**config.mk**
```make
export PLATFORM = sky130hd
export DESIGN_NAME = alu_system_ctrl_flat
export DESIGN_NICKNAME = d
export VERILOG_FILES = /design/src/rtl/alu_system_ctrl_if.sv /design/src/rtl/alu_system_ctrl.sv /design/src/flat_wrapper.sv
export SDC_FILE = /design/constraint.sdc
export NUM_CORES = 1
export LEC_CHECK = 0
export BUFFER_PORTS_ARGS = -buffer_cell sky130_fd_sc_hd__buf_4
export CAP_MARGIN = 5
export CORE_ASPECT_RATIO = 0.8
export CORE_UTILIZATION = 30
export DETAILED_ROUTE_END_ITERATION = 10
export PLACE_DENSITY = 0.76
export SLEW_MARGIN = 0
export SYNTH_ARGS = -nofsm -noshare
export SYNTH_HDL_FRONTEND = slang
export SYNTH_SLANG_ARGS = --single-unit
```
**constraint.sdc**
```tcl
create_clock -name Clock -period 1.1 [get_ports Clock]
set_clock_uncertainty 0.05 [all_clocks]
set_input_delay 0.11 -clock Clock [delete_from_list [all_inputs] [get_ports Clock]]
set_output_delay 0.11 -clock Clock [all_outputs]
set_load 0.02 [all_outputs]
```
**src/rtl/alu_system_ctrl_if.sv**
```systemverilog
// Control/status bundle between the alu_system_ctrl sequencer and the 8-bit ALU datapath.
// master = sequencer (drives controls, observes IR and flags); slave = datapath.
interface alu_system_ctrl_if;
   localparam int unsigned InstrW = 16;
   localparam int unsigned FlagW  = 4;

   logic [InstrW-1:0] IROut;
   logic [FlagW-1:0]  ALUOutFlag;

   logic [2:0] RF_OutASel;
   logic [2:0] RF_OutBSel;
   logic [1:0] RF_FunSel;
   logic [3:0] RF_RSel;
   logic [3:0] RF_TSel;
   logic [3:0] ALU_FunSel;

   logic [1:0] ARF_OutCSel;
   logic [1:0] ARF_OutDSel;
   logic [1:0] ARF_FunSel;
   logic [3:0] ARF_RegSel;

   logic       IR_LH;
   logic       IR_Enable;
   logic [1:0] IR_Funsel;
   logic       Mem_WR;
   logic       Mem_CS;
   logic [1:0] MuxASel;
   logic [1:0] MuxBSel;
   logic       MuxCSel;

   modport master (
      input  IROut, ALUOutFlag,
      output RF_OutASel, RF_OutBSel, RF_FunSel, RF_RSel, RF_TSel, ALU_FunSel,
      output ARF_OutCSel, ARF_OutDSel, ARF_FunSel, ARF_RegSel,
      output IR_LH, IR_Enable, IR_Funsel, Mem_WR, Mem_CS, MuxASel, MuxBSel, MuxCSel
   );

   modport slave (
      output IROut, ALUOutFlag,
      input  RF_OutASel, RF_OutBSel, RF_FunSel, RF_RSel, RF_TSel, ALU_FunSel,
      input  ARF_OutCSel, ARF_OutDSel, ARF_FunSel, ARF_RegSel,
      input  IR_LH, IR_Enable, IR_Funsel, Mem_WR, Mem_CS, MuxASel, MuxBSel, MuxCSel
   );
endinterface

```
**src/rtl/alu_system_ctrl.sv**
```systemverilog
// Hardwired fetch/execute sequencer for the 8-bit ALU datapath: two-byte fetch, one-cycle execute.
// Optional single-step mode: define ALU_SYSTEM_CTRL_STEP_EN to park in WAIT_STEP after each instruction.
module alu_system_ctrl (
   input  logic              Clock,
   input  logic              Reset_n,
   input  logic              Start,
   input  logic              Step,
   alu_system_ctrl_if.master dp,
   output logic              Busy,
   output logic              Halted
);
   localparam int unsigned OpW       = 4;
   localparam int unsigned RegFieldW = 2;
   localparam int unsigned SelW      = 4;

   localparam logic [OpW-1:0] OP_NOP  = 4'h0;
   localparam logic [OpW-1:0] OP_LDI  = 4'h1;
   localparam logic [OpW-1:0] OP_LD   = 4'h2;
   localparam logic [OpW-1:0] OP_ST   = 4'h3;
   localparam logic [OpW-1:0] OP_ALU  = 4'h4;
   localparam logic [OpW-1:0] OP_LDAR = 4'h5;
   localparam logic [OpW-1:0] OP_BRZ  = 4'h6;
   localparam logic [OpW-1:0] OP_HLT  = 4'hF;

   localparam logic [1:0] FS_CLEAR = 2'b00;
   localparam logic [1:0] FS_LOAD  = 2'b01;
   localparam logic [1:0] FS_INC   = 2'b11;

   localparam logic [SelW-1:0] REG_PC = 4'b0001;
   localparam logic [SelW-1:0] REG_AR = 4'b0010;

   localparam logic [1:0] OUTD_AR    = 2'b00;
   localparam logic [1:0] OUTD_PC    = 2'b10;
   localparam logic [1:0] MUX_ALU    = 2'b00;
   localparam logic [1:0] MUX_MEM    = 2'b01;
   localparam logic [1:0] MUX_IR     = 2'b10;
   localparam logic       MUXC_RF    = 1'b0;
   localparam logic [3:0] ALU_PASS_A = 4'b0000;

   typedef enum logic [2:0] {
      IDLE    = 3'd0,
      FETCH_L = 3'd1,
      FETCH_H = 3'd2,
      EXEC    = 3'd3,
      HALT    = 3'd4
`ifdef ALU_SYSTEM_CTRL_STEP_EN
      , WAIT_STEP = 3'd5
`endif
   } stateT;

   stateT state;
   stateT nextState;

   logic [OpW-1:0]       op;
   logic [RegFieldW-1:0] rd;
   logic [RegFieldW-1:0] rs1;
   logic [RegFieldW-1:0] rs2;
   logic [3:0]           aluf;
   logic                 zFlag;
   logic                 startGo;

   assign op    = dp.IROut[15:12];
   assign rd    = dp.IROut[11:10];
   assign rs1   = dp.IROut[9:8];
   assign rs2   = dp.IROut[7:6];
   assign aluf  = dp.IROut[3:0];
   assign zFlag = dp.ALUOutFlag[3];

   // Gate Start with reset so nothing is driven while the block is held in reset.
   assign startGo = Start & Reset_n;

   // Immediate bits [5:4] reach the datapath directly; C/N/O are not consulted.
   logic [1:0] unusedIrBits;
   logic [2:0] unusedFlags;
   assign unusedIrBits = dp.IROut[5:4];
   assign unusedFlags  = dp.ALUOutFlag[2:0];

`ifndef ALU_SYSTEM_CTRL_STEP_EN
   logic unusedStep;
   assign unusedStep = Step;
`endif

   function automatic logic [SelW-1:0] oneHot(input logic [RegFieldW-1:0] n);
      return SelW'(4'b0001 << n);
   endfunction

   // State register
   always_ff @(posedge Clock or negedge Reset_n) begin
      if (!Reset_n) state <= IDLE;
      else          state <= nextState;
   end

   // Next-state and control decode
   always_comb begin
      nextState      = state;
      Busy           = 1'b0;
      Halted         = 1'b0;
      dp.RF_OutASel  = '0;
      dp.RF_OutBSel  = '0;
      dp.RF_FunSel   = '0;
      dp.RF_RSel     = '0;
      dp.RF_TSel     = '0;
      dp.ALU_FunSel  = '0;
      dp.ARF_OutCSel = '0;
      dp.ARF_OutDSel = '0;
      dp.ARF_FunSel  = '0;
      dp.ARF_RegSel  = '0;
      dp.IR_LH       = 1'b0;
      dp.IR_Enable   = 1'b0;
      dp.IR_Funsel   = '0;
      dp.Mem_WR      = 1'b0;
      dp.Mem_CS      = 1'b0;
      dp.MuxASel     = '0;
      dp.MuxBSel     = '0;
      dp.MuxCSel     = 1'b0;

      case (state)
         IDLE, HALT: begin
            Halted = (state == HALT);
            if (startGo) begin
               dp.ARF_RegSel = REG_PC;
               dp.ARF_FunSel = FS_CLEAR;
               nextState     = FETCH_L;
            end
         end

         FETCH_L, FETCH_H: begin
            Busy           = 1'b1;
            dp.ARF_OutDSel = OUTD_PC;
            dp.Mem_CS      = 1'b1;
            dp.IR_Enable   = 1'b1;
            dp.IR_LH       = (state == FETCH_H);
            dp.IR_Funsel   = FS_LOAD;
            dp.ARF_RegSel  = REG_PC;
            dp.ARF_FunSel  = FS_INC;
            nextState      = (state == FETCH_L) ? FETCH_H : EXEC;
         end

         EXEC: begin
            Busy = 1'b1;
            case (op)
               OP_NOP: ;
               OP_LDI: begin
                  dp.MuxASel   = MUX_IR;
                  dp.RF_RSel   = oneHot(rd);
                  dp.RF_FunSel = FS_LOAD;
               end
               OP_LD: begin
                  dp.ARF_OutDSel = OUTD_AR;
                  dp.Mem_CS      = 1'b1;
                  dp.MuxASel     = MUX_MEM;
                  dp.RF_RSel     = oneHot(rd);
                  dp.RF_FunSel   = FS_LOAD;
               end
               OP_ST: begin
                  dp.RF_OutASel  = {1'b0, rs1};
                  dp.MuxCSel     = MUXC_RF;
                  dp.ALU_FunSel  = ALU_PASS_A;
                  dp.ARF_OutDSel = OUTD_AR;
                  dp.Mem_CS      = 1'b1;
                  dp.Mem_WR      = 1'b1;
               end
               OP_ALU: begin
                  dp.RF_OutASel = {1'b0, rs1};
                  dp.RF_OutBSel = {1'b0, rs2};
                  dp.MuxCSel    = MUXC_RF;
                  dp.ALU_FunSel = aluf;
                  dp.MuxASel    = MUX_ALU;
                  dp.RF_RSel    = oneHot(rd);
                  dp.RF_FunSel  = FS_LOAD;
               end
               OP_LDAR: begin
                  dp.MuxBSel    = MUX_IR;
                  dp.ARF_RegSel = REG_AR;
                  dp.ARF_FunSel = FS_LOAD;
               end
               OP_BRZ: begin
                  // Flags are those the datapath holds from the last ALU op.
                  if (zFlag) begin
                     dp.MuxBSel    = MUX_IR;
                     dp.ARF_RegSel = REG_PC;
                     dp.ARF_FunSel = FS_LOAD;
                  end
               end
               default: ;
            endcase

            if (op == OP_HLT) begin
               nextState = HALT;
            end else begin
`ifdef ALU_SYSTEM_CTRL_STEP_EN
               nextState = WAIT_STEP;
`else
               nextState = FETCH_L;
`endif
            end
         end

`ifdef ALU_SYSTEM_CTRL_STEP_EN
         WAIT_STEP: begin
            Busy = 1'b1;
            if (Step) nextState = FETCH_L;
         end
`endif

         default: nextState = IDLE;
      endcase
   end
endmodule

```
**src/flat_wrapper.sv**
```systemverilog
// flat-port wrapper written by rule: the top's interface ports become plain ports
module alu_system_ctrl_flat 
  (Clock, Reset_n, Start, Step, Busy, Halted, dp_IROut, dp_ALUOutFlag, dp_RF_OutASel, dp_RF_OutBSel, dp_RF_FunSel, dp_RF_RSel, dp_RF_TSel, dp_ALU_FunSel, dp_ARF_OutCSel, dp_ARF_OutDSel, dp_ARF_FunSel, dp_ARF_RegSel, dp_IR_LH, dp_IR_Enable, dp_IR_Funsel, dp_Mem_WR, dp_Mem_CS, dp_MuxASel, dp_MuxBSel, dp_MuxCSel);
  alu_system_ctrl_if dp_i ();
  input  logic Clock;
  input  logic Reset_n;
  input  logic Start;
  input  logic Step;
  output logic Busy;
  output logic Halted;
  input wire logic [$bits(dp_i.IROut)-1:0] dp_IROut;
  input wire logic [$bits(dp_i.ALUOutFlag)-1:0] dp_ALUOutFlag;
  output wire logic [$bits(dp_i.RF_OutASel)-1:0] dp_RF_OutASel;
  output wire logic [$bits(dp_i.RF_OutBSel)-1:0] dp_RF_OutBSel;
  output wire logic [$bits(dp_i.RF_FunSel)-1:0] dp_RF_FunSel;
  output wire logic [$bits(dp_i.RF_RSel)-1:0] dp_RF_RSel;
  output wire logic [$bits(dp_i.RF_TSel)-1:0] dp_RF_TSel;
  output wire logic [$bits(dp_i.ALU_FunSel)-1:0] dp_ALU_FunSel;
  output wire logic [$bits(dp_i.ARF_OutCSel)-1:0] dp_ARF_OutCSel;
  output wire logic [$bits(dp_i.ARF_OutDSel)-1:0] dp_ARF_OutDSel;
  output wire logic [$bits(dp_i.ARF_FunSel)-1:0] dp_ARF_FunSel;
  output wire logic [$bits(dp_i.ARF_RegSel)-1:0] dp_ARF_RegSel;
  output wire logic [$bits(dp_i.IR_LH)-1:0] dp_IR_LH;
  output wire logic [$bits(dp_i.IR_Enable)-1:0] dp_IR_Enable;
  output wire logic [$bits(dp_i.IR_Funsel)-1:0] dp_IR_Funsel;
  output wire logic [$bits(dp_i.Mem_WR)-1:0] dp_Mem_WR;
  output wire logic [$bits(dp_i.Mem_CS)-1:0] dp_Mem_CS;
  output wire logic [$bits(dp_i.MuxASel)-1:0] dp_MuxASel;
  output wire logic [$bits(dp_i.MuxBSel)-1:0] dp_MuxBSel;
  output wire logic [$bits(dp_i.MuxCSel)-1:0] dp_MuxCSel;
  assign dp_i.IROut = dp_IROut;
  assign dp_i.ALUOutFlag = dp_ALUOutFlag;
  assign dp_RF_OutASel = dp_i.RF_OutASel;
  assign dp_RF_OutBSel = dp_i.RF_OutBSel;
  assign dp_RF_FunSel = dp_i.RF_FunSel;
  assign dp_RF_RSel = dp_i.RF_RSel;
  assign dp_RF_TSel = dp_i.RF_TSel;
  assign dp_ALU_FunSel = dp_i.ALU_FunSel;
  assign dp_ARF_OutCSel = dp_i.ARF_OutCSel;
  assign dp_ARF_OutDSel = dp_i.ARF_OutDSel;
  assign dp_ARF_FunSel = dp_i.ARF_FunSel;
  assign dp_ARF_RegSel = dp_i.ARF_RegSel;
  assign dp_IR_LH = dp_i.IR_LH;
  assign dp_IR_Enable = dp_i.IR_Enable;
  assign dp_IR_Funsel = dp_i.IR_Funsel;
  assign dp_Mem_WR = dp_i.Mem_WR;
  assign dp_Mem_CS = dp_i.Mem_CS;
  assign dp_MuxASel = dp_i.MuxASel;
  assign dp_MuxBSel = dp_i.MuxBSel;
  assign dp_MuxCSel = dp_i.MuxCSel;
  alu_system_ctrl u_core (.Clock(Clock), .Reset_n(Reset_n), .Start(Start), .Step(Step), .dp(dp_i), .Busy(Busy), .Halted(Halted));
endmodule
```
* Word-level counts from Yosys, hierarchy flattened
Cells that the tools add are included. W data, S select, Z words.
Cells by class: reductions and logical operators 7, bitwise operators 1, equal/unequal tests 12, shift-type cells 1, multiplexer cells 36
Operators by type and width (count):
- $mux W2 | 8
- $mux W4 | 4
- $pmux W2 S2 | 4
- $mux W1 | 13
- $eq A4 B3 Y1 const B | 3
- $pmux W4 S3 | 1
- $mux W3 | 3
- $pmux W3 S3 | 1
- $eq A4 B2 Y1 const B | 2
- $pmux W4 S2 | 1
- $reduce_or A2 Y1 | 4
- $eq A3 B2 Y1 const B | 2
- $reduce_or A3 Y1 | 2
- $eq A4 B1 Y1 const B | 1
- $eq A4 B4 Y1 const B | 1
- $shl A1 B2 Y4 const A | 1
- $eq A3 B1 Y1 const B | 1
- $eq A3 B3 Y1 const B | 1
- $logic_not A3 Y1 | 1
- $ne A2 B1 Y1 const B | 1
- $pmux W1 S2 | 1
- $and A1 B1 Y1 | 1
Storage, ports and cells: register bits 3, output and inout bits 43, input bits 24

* Depth between registers and ports, before layout
Gate-level depths: netlist of the first run.
depth in word-level cells 4, gate-level depth with buffers 4

* Worst setup path before layout of the first run
No wires, ideal clock.
path type reg2out, start register u_core.state[0], end output dp_ARF_OutDSel[1], data arrival time 1652 ps, cell stages (with the launch flop) 5, data required time 940 ps, setup slack -712 ps, buffers on the path 1, path through dfrtp_1 -> nor3b_1 -> a21oi_1 -> inv_1 -> buf_4
Between the ends: longest elaborated chain between the ends 3, elaborated cells on any way between the ends 4, those cells by class eq/ne (2); mux (1); reduce/logical (1)
Ends and longest elaborated chain:
- start, declared | line alu_system_ctrl.sv:51 | stateT state;
- start signal, assigned | line alu_system_ctrl.sv:90 | else state <= nextState;
- $eq A3 B1 Y1 / $eq A3 B2 Y1 (equally long branches) | line alu_system_ctrl.sv:117 | case (state)
- $reduce_or A2 Y1 (*) | line alu_system_ctrl.sv:117
- $mux W2 (*)
- end, declared | line flat_wrapper.sv:20 | output wire logic [$bits(dp_i.ARF_OutDSel)-1:0] dp_ARF_OutDSel;
Mark *: on every way between the ends. The rest lies on a longest branch, timed or not.

* Worst setup path in the final report of the first run
start register u_core.state[1], end output dp_RF_RSel[2]
Between the ends: longest elaborated chain between the ends 2
Ends and longest elaborated chain:
- $eq A3 B2 Y1 | line alu_system_ctrl.sv:117
- $mux W4 | line alu_system_ctrl.sv:117
- end, declared | line flat_wrapper.sv:16 | output wire logic [$bits(dp_i.RF_RSel)-1:0] dp_RF_RSel;
Every way passes these cells.

==> results of run 1 <==
-- layout make-up --
class                   instances  area [sq um]  share of cell area [%]
repair buffers                 69           629                    47.9
multi-input cells              65           532                    40.5
flip-flops and latches          3          77.6                    5.90
well taps                      22          27.5                    2.10
clock buffers                   4          26.3                    2.00
inverters                       5          21.3                    1.62
-- worst max path at each step --
stage                                      from          endpoint  slack, ns  depth (start not counted)
floorplan           u_core.state[2]$_DFFE_PN0P_  dp_ARF_RegSel[0]      -0.32                          3
global placement    u_core.state[1]$_DFFE_PN0P_     dp_RF_RSel[1]      -0.34                          4
detailed placement  u_core.state[2]$_DFFE_PN0P_  dp_ALU_FunSel[3]      -0.40                          4
CTS                 u_core.state[2]$_DFFE_PN0P_  dp_RF_OutBSel[0]      -0.61                          5
global route        u_core.state[2]$_DFFE_PN0P_  dp_ALU_FunSel[2]      -0.72                          5
finish              u_core.state[1]$_DFFE_PN0P_     dp_RF_RSel[2]      -0.63                          4
-- kinds of logic after synthesis --
| family | after synthesis | share of synthesized area [%] |
|---|---|---|
| XOR/XNOR | 1 | 1.48 |
| AND/OR/NAND/NOR | 40 | 46.6 |
| AO/OA/AOI/OAI | 9 | 9.75 |
| other | 1 | 0.635 |
| flip-flops | 3 | 12.7 |
| buffers and inverters | 25 | 28.8 |
-- Yosys cell counts --
| cell type | count | area (sq um) |
|---|---|---|
| nor2_1 | 9 | 33.8 |
| nor3_1 | 3 | 15.0 |
| o21ai_0 | 4 | 20.0 |
| nor4b_4 | 1 | 23.8 |
| buf_2 | 1 | 5.00 |
| conb_1 | 1 | 3.75 |
| o211ai_1 | 1 | 7.51 |
| buf_6 | 1 | 11.3 |
| nand3b_1 | 2 | 15.0 |
| or3b_1 | 1 | 8.76 |
| dfrtp_1 | 3 | 75.1 |
| nand2_1 | 4 | 15.0 |
| xor2_1 | 1 | 8.76 |
| inv_1 | 5 | 18.8 |
| nand3_1 | 2 | 10.0 |
| buf_4 | 18 | 135 |
| o211ai_2 | 1 | 12.5 |
| nor3b_1 | 1 | 7.51 |
| nor3b_2 | 2 | 25.0 |
| a21o_1 | 1 | 7.51 |
| and4bb_2 | 1 | 12.5 |
| and2_1 | 10 | 62.6 |
| nand2b_1 | 3 | 18.8 |
| nand4bb_4 | 1 | 27.5 |
| a21oi_1 | 2 | 10.0 |
-- critical path, cell delays in order (launching register included) --
cell,delay (ns)
dfrtp_2,0.43
and4bb_2,0.37
o211ai_4,0.17
nor3b_4,0.21
buf_6,0.14
-- layer usage --
metal / wire length, um / vias to the layer above / global-route usage, %
met5: 0 / - / 0
met4: 28 / 0 / 4.86
met3: 180 / 7 / 8.06
met2: 1110 / 41 / 33.8
met1: 792 / 356 / 23.8
li1: - / 365 / -
-- through the flow --
step           TNS, ns  instance area [sq um]  hold WS, ns
2_1_floorplan    -5.87                    739       -0.236
3_3_place_gp     -6.61                   1040       -0.140
3_5_place_dp     -6.96                   1040       -0.138
4_1_cts         -14.47                   1260        0.107
5_1_grt         -17.18                   1310       0.0970
6_report        -15.18                   1310        0.107
-- what timing repair did --
| item | 4_1_cts | 5_1_grt |
|---|---|---|
| setup buffers | 8 | 6 |
| pin swaps | 12 | 8 |
| hold buffers | 1 | 0 |
| resized for setup | 34 | 15 |
| endpoints found under the setup margin | 31 | 31 |
| hold endpoints to repair | 3 | 0 |
-- power groups by stage --
stage | Clock [mW] | Combinational [mW] | Sequential (mW)
3_5_place_dp | 0 | 1.45 | 0.217
3_3_place_gp | 0 | 1.44 | 0.219
4_1_cts | 0.214 | 1.88 | 0.224
2_1_floorplan | 0 | 1.00 | 0.232
6_report | 0.206 | 2.11 | 0.238
5_1_grt | 0.233 | 2.24 | 0.243
==> results by group, run 1 <==
Synthesis
  – Unique masters post-synth: 25
  – Register area share after synthesis: 12.7%
  – Yosys reg bits: 3
  – Warnings from Yosys: 0
  – Post-synth design cell area: 591 sq um
  – Mean Syn Cell Area: 7.48 sq um
  – Post-Syn Instances: 79

Timing
  – Setup violators final: 30
  – Final Max Slew Viols: 0
  – Final Hold Viols: 0
  – Crit path time final: 1.73 ns
  – Max Freq: 578 MHz
  – Unrepaired setup endpoints after global routing: yes
  – Final worst slack: -0.629 ns
  – Final period util: 157%

CTS
  – CTS tree: built
  – Clk Latency, worst-skew pair: 0.25 ns
  – Clock-pin slew on the worst setup and hold paths: 0.04 ns
  – CTS Root Cell: clkbuf_4
  – CTS sink count: 3
  – H-tree levels: 1
  – TritonCTS Buffers: 3
  – Clock tree buffer depth: 2

Setup path
  – Crit path arrival time: 1.57 ns
  – Crit path kind: reg -> out
  – Reg2reg setup slack: -0.20 ns
  – FF-to-FF Start: u_core.state[1]$_DFFE_PN0P_
  – CP Max Fanout: 5
  – Startpoint types: flop
  – WP data required: 0.94 ns
  – Critical Path End Type: primary output
  – Reg-to-Reg End: u_core.state[2]$_DFFE_PN0P_
  – Worst Reg-to-Reg Cells: 6

Final layout
  – Count of non-filler cells in the finished layout: 168
  – Layout area overhead: 122%
  – Biggest register: u_core.state
  – Most frequent cells in the layout: buf_4, buf_6, conb_1
  – Final #Nets: 171
  – Most common cell after layout, fill and taps aside: buf_4
  – Filler cells: 111
  – Share of layout cells above drive strength 1: 73.3%
  – Biggest regs: u_core.state: 3 flops
  – Fin util: 75.5%
  – N_diodes: 0
  – Max reg flops: 3

Floorplanning
  – Num ports: 67
  – DIE AREA: 2150 sq um
  – Cell row count: 13
  – Vert. Die Dim: 41.7 um
  – Chip width: 51.6 um
  – CORE AREA: 1740 sq um
  – Initial Util: 33.9%

Detailed routing
  – Antenna viol nets, final: 0
  – Vias per std cell: 4.58
  – Iter 0 DRT Violations: 16
  – Drt total wl: 2.11 mm
  – Vias: 769
  – Pre-antenna DRT Iters: 4
  – WL/cell: 12.6 um
  – DRC: 0

Pwr
  – Sw Ratio: 45.8%
  – Net switching power figure: 1.17 mW
  – Seq pwr share: 9.3%
  – Power Internal: 1.38 mW
  – Comb power frac: 82.6%
  – Leakage: 0.662 nW
  – Power density cells: 1950 nW/um^2
  – Clock network power share: 8.1%
  – VDD IR-drop max: 1.63 mV
  – Tot Pwr: 2.56 mW

Min path
  – Hold wc startpoint: Reset_n
  – Hold depth: 3
  – Hold crit path type: in -> reg
  – Hold endpoint: u_core.state[0]$_DFFE_PN0P_

GRT
  – Largest net degree at the start of global routing: 7
  – Global-route wire length before repair: 3.13 mm
  – Initial antenna violation count: 0
  – Vias in the first global route: 669
  – Grt ovf: 0
  – GRT Overall Usage: 20.2%

Place
  – RePlAce Congestion: 0.829
  – Inst Count DP: 153
  – Dpl ws: -0.400 ns
  – Port Buf Inserts: 45
  – Detail Placement HPWL: 1.39 mm

Outcome
  – Failing checks: setup timing
  – Status: finished with violations

Flow run
  – Max Cap Viol: 0
(Power assumes the default switching activity.)
==> run 2: changes to the inputs <==
--- a/config.mk
+++ b/config.mk
@@ -8,8 +8,10 @@
 export BUFFER_PORTS_ARGS = -buffer_cell sky130_fd_sc_hd__buf_4
 export CAP_MARGIN = 5
 export CORE_ASPECT_RATIO = 0.8
+export CORE_MARGIN = 2
 export CORE_UTILIZATION = 30
 export DETAILED_ROUTE_END_ITERATION = 10
+export GPL_TIMING_DRIVEN = 0
 export PLACE_DENSITY = 0.76
 export SLEW_MARGIN = 0
 export SYNTH_ARGS = -nofsm -noshare
==> run 2 against run 1 <==
The run still ends with setup timing left. Final area grew 9.9%. Highest routed layer unchanged. Worst setup slack lost 0.081 ns. Critical endpoint is now dp_ARF_RegSel[0]. Via count is 1.8% higher.
==> results by group, run 2 (synthesis gave the netlist of run 1 again) <==
Setup path
  – Crit path max-delay family: buffers and inverters (was simple AND/OR/NAND/NOR gates)
  – Crit path kind: reg -> out (unchanged)
  – Critical Path End Type: primary output (unchanged)
  – Buf/Inv on CP: 4 (was 1)
  – CP peak stage delay: 0.41 ns (was 0.43 ns)
  – Startpoint types: flop (unchanged)
  – CP Max Fanout: 6 (was 5)
  – Crit path arrival time: 1.65 ns (was 1.57 ns)
  – Worst-path cell chain: buf_4 > buf_6 > buf_6 > nor3b_4 > a21oi_4 > o211ai_1 > buf_4 (was and4bb_2 > o211ai_4 > nor3b_4 > buf_6)
  – Crit-path slowest cell: dfrtp_2 (unchanged)
  – WP data required: 0.94 ns (about the same)

Final layout
  – Share of layout cells above drive strength 1: 77.9% (was 73.3%)
  – Most common cell after layout, fill and taps aside: buf_4 (unchanged)
  – N_diodes: 0 (unchanged)
  – Biggest register: u_core.state (unchanged)
  – Biggest regs: u_core.state: 3 flops (unchanged)
  – Design Area, Final: 1440 sq um (was 1310 sq um)
  – Final #Nets: 179 (was 171)
  – Layout area overhead: 144% (was 122%)
  – Max reg flops: 3 (unchanged)
  – Fin util: 77.0% (was 75.5%)
  – Most frequent cells in the layout: buf_4, buf_6, conb_1 (unchanged)

Detailed routing
  – Vias per std cell: 4.40 (was 4.58)
  – DRC: 0 (unchanged)
  – Drt total wl: 2.29 mm (was 2.11 mm)
  – Pre-antenna DRT Iters: 4 (unchanged)
  – Iter 0 DRT Violations: 7 (was 16)
  – Antenna viol nets, final: 0 (unchanged)
  – Vias: 783 (was 769)
  – WL/cell: 12.9 um (was 12.6 um)

CTS
  – H-tree levels: 1 (unchanged)
  – CTS sink count: 3 (unchanged)
  – CTS Root Cell: clkbuf_4 (unchanged)
  – Clk Latency, worst-skew pair: 0.26 ns (was 0.25 ns)
  – CTS tree: built (unchanged)
  – Clock tree buffer depth: 2 (unchanged)
  – TritonCTS Buffers: 3 (unchanged)
  – Clock-pin slew on the worst setup and hold paths: 0.03 ns (was 0.04 ns)

Floorplanning
  – Cell row count: 14 (was 13)
  – Vert. Die Dim: 43.7 um (was 41.7 um)
  – DIE AREA: 2340 sq um (was 2150 sq um)
  – CORE AREA: 1870 sq um (was 1740 sq um)
  – Chip width: 53.6 um (was 51.6 um)
  – Initial Util: 31.5% (was 33.9%)
  – Num ports: 67 (unchanged)

Place
  – Port Buf Inserts: 43 (was 45)
  – Post-DP Area: 1090 sq um (was 1040 sq um)
  – RePlAce Congestion: 0.688 (was 0.829)
  – Detail Placement HPWL: 1.39 mm (about the same)
  – Dpl ws: -0.483 ns (was -0.400 ns)

Flow run
  – Max Cap Viol: 0 (unchanged)

Pwr
  – Leakage: 0.717 nW (was 0.662 nW)
  – Net switching power figure: 1.25 mW (was 1.17 mW)
  – Power density cells: 1850 nW/um^2 (was 1950 nW/um^2)
  – Power Internal: 1.42 mW (was 1.38 mW)
  – VDD IR-drop max: 1.64 mV (was 1.63 mV)
  – Comb power frac: 82.3% (was 82.6%)
  – Sw Ratio: 46.8% (was 45.8%)
  – Tot Pwr: 2.67 mW (was 2.56 mW)
  – Clock network power share: 8.3% (was 8.1%)
  – Seq pwr share: 9.4% (was 9.3%)

GRT
  – Grt ovf: 0 (unchanged)
  – Met3 usage: 4.83% (was 8.06%)
  – GRT Overall Usage: 20.2% (about the same)
  – Global-route wire length before repair: 3.38 mm (was 3.13 mm)
  – Met1 usage: 20.4% (was 23.8%)
  – Initial antenna violation count: 0 (unchanged)
  – Largest net degree at the start of global routing: 10 (was 7)
  – Vias in the first global route: 721 (was 669)
  – GRT busiest layer: met2 (unchanged)
  – Met2 global-route usage: 40.5% (was 33.8%)

Timing
  – Final worst slack: -0.709 ns (was -0.629 ns)
  – Unrepaired setup endpoints after global routing: yes (unchanged)
  – Setup violators final: 31 (was 30)
  – Final period util: 164% (was 157%)
  – Final Max Slew Viols: 0 (unchanged)
  – Final Hold Viols: 0 (unchanged)
  – Max Freq: 553 MHz (was 578 MHz)
  – Crit path time final: 1.81 ns (was 1.73 ns)

Min path
  – Hold crit path type: in -> reg (unchanged)

Outcome
  – Failing checks: setup timing (unchanged)
  – Status: finished with violations (unchanged)
==> run 2: power groups by stage <==
| stage | Sequential [mW] | Combinational, mW | Clock [mW] |
|---|---|---|---|
| 5_1_grt | 0.250 | 2.34 | 0.233 |
| 2_1_floorplan | 0.232 | 1.00 | 0 |
| 3_5_place_dp | 0.251 | 1.51 | 0 |
| 3_3_place_gp | 0.247 | 1.49 | 0 |
| 4_1_cts | 0.235 | 1.94 | 0.201 |
| 6_report | 0.250 | 2.20 | 0.223 |
==> run 2: routing by layer <==
metal | vias to the layer above | wire, um | part of all wire [%]
met1 | 356 | 689 | 30
met2 | 40 | 1360 | 59
met4 | 0 | 83 | 3.6
met5 | - | 0 | 0
li1 | 378 | - | -
met3 | 9 | 158 | 6.9
==> run 2: repair_timing <==
action                                  in CTS  in global routing
gates resized for setup                     40                 20
gates cloned                                 0                  0
hold endpoints to repair                     3                  0
setup buffers                               10                  3
endpoints found under the setup margin      29                 31
hold buffers                                 1                  0
pin swaps                                   14                  7
==> run 2: layout make-up <==
class | instances | area, sq um
Timing Repair Buffer | 57 | 547
Buffer | 20 | 163
Clock buffer | 4 | 26.3
Tap cell | 24 | 30.0
Multi-Input combinational cell | 65 | 581
Inverter | 5 | 18.8
Sequential cell | 3 | 78.8
Fill cell | 133 | 430
==> run 2: metrics by stage <==
stage / cells / TNS, ns / hold slack, ns
2_1_floorplan: 93 / -5.87 / -0.236
3_3_place_gp: 160 / -8.44 / -0.142
3_5_place_dp: 160 / -8.62 / -0.142
4_1_cts: 175 / -15.66 / 0.119
5_1_grt: 178 / -18.66 / 0.132
6_report: 178 / -17.16 / 0.111
==> run 2: final timing paths <==
path,from,to,slack (ns),cells past startpoint
max,u_core.state[2]$_DFFE_PN0P_,dp_ARF_RegSel[0],-0.71,7
min,Reset_n,u_core.state[2]$_DFFE_PN0P_,0.11,3
max reg2reg,u_core.state[2]$_DFFE_PN0P_,u_core.state[1]$_DFFE_PN0P_,-0.26,7
min reg2reg,u_core.state[1]$_DFFE_PN0P_,u_core.state[0]$_DFFE_PN0P_,0.64,2
max in group asynchronous,Reset_n,u_core.state[0]$_DFFE_PN0P_,0.67,2
min in group asynchronous,Reset_n,u_core.state[1]$_DFFE_PN0P_,0.16,2
==> run 2: worst register-to-register path: stages, from the launching register on <==
cell and delay (ns):
dfrtp_2 0.41, buf_4 0.14, buf_6 0.11, buf_6 0.12, nor3b_4 0.23, a21oi_4 0.09, buf_6 0.13, inv_2 0.04
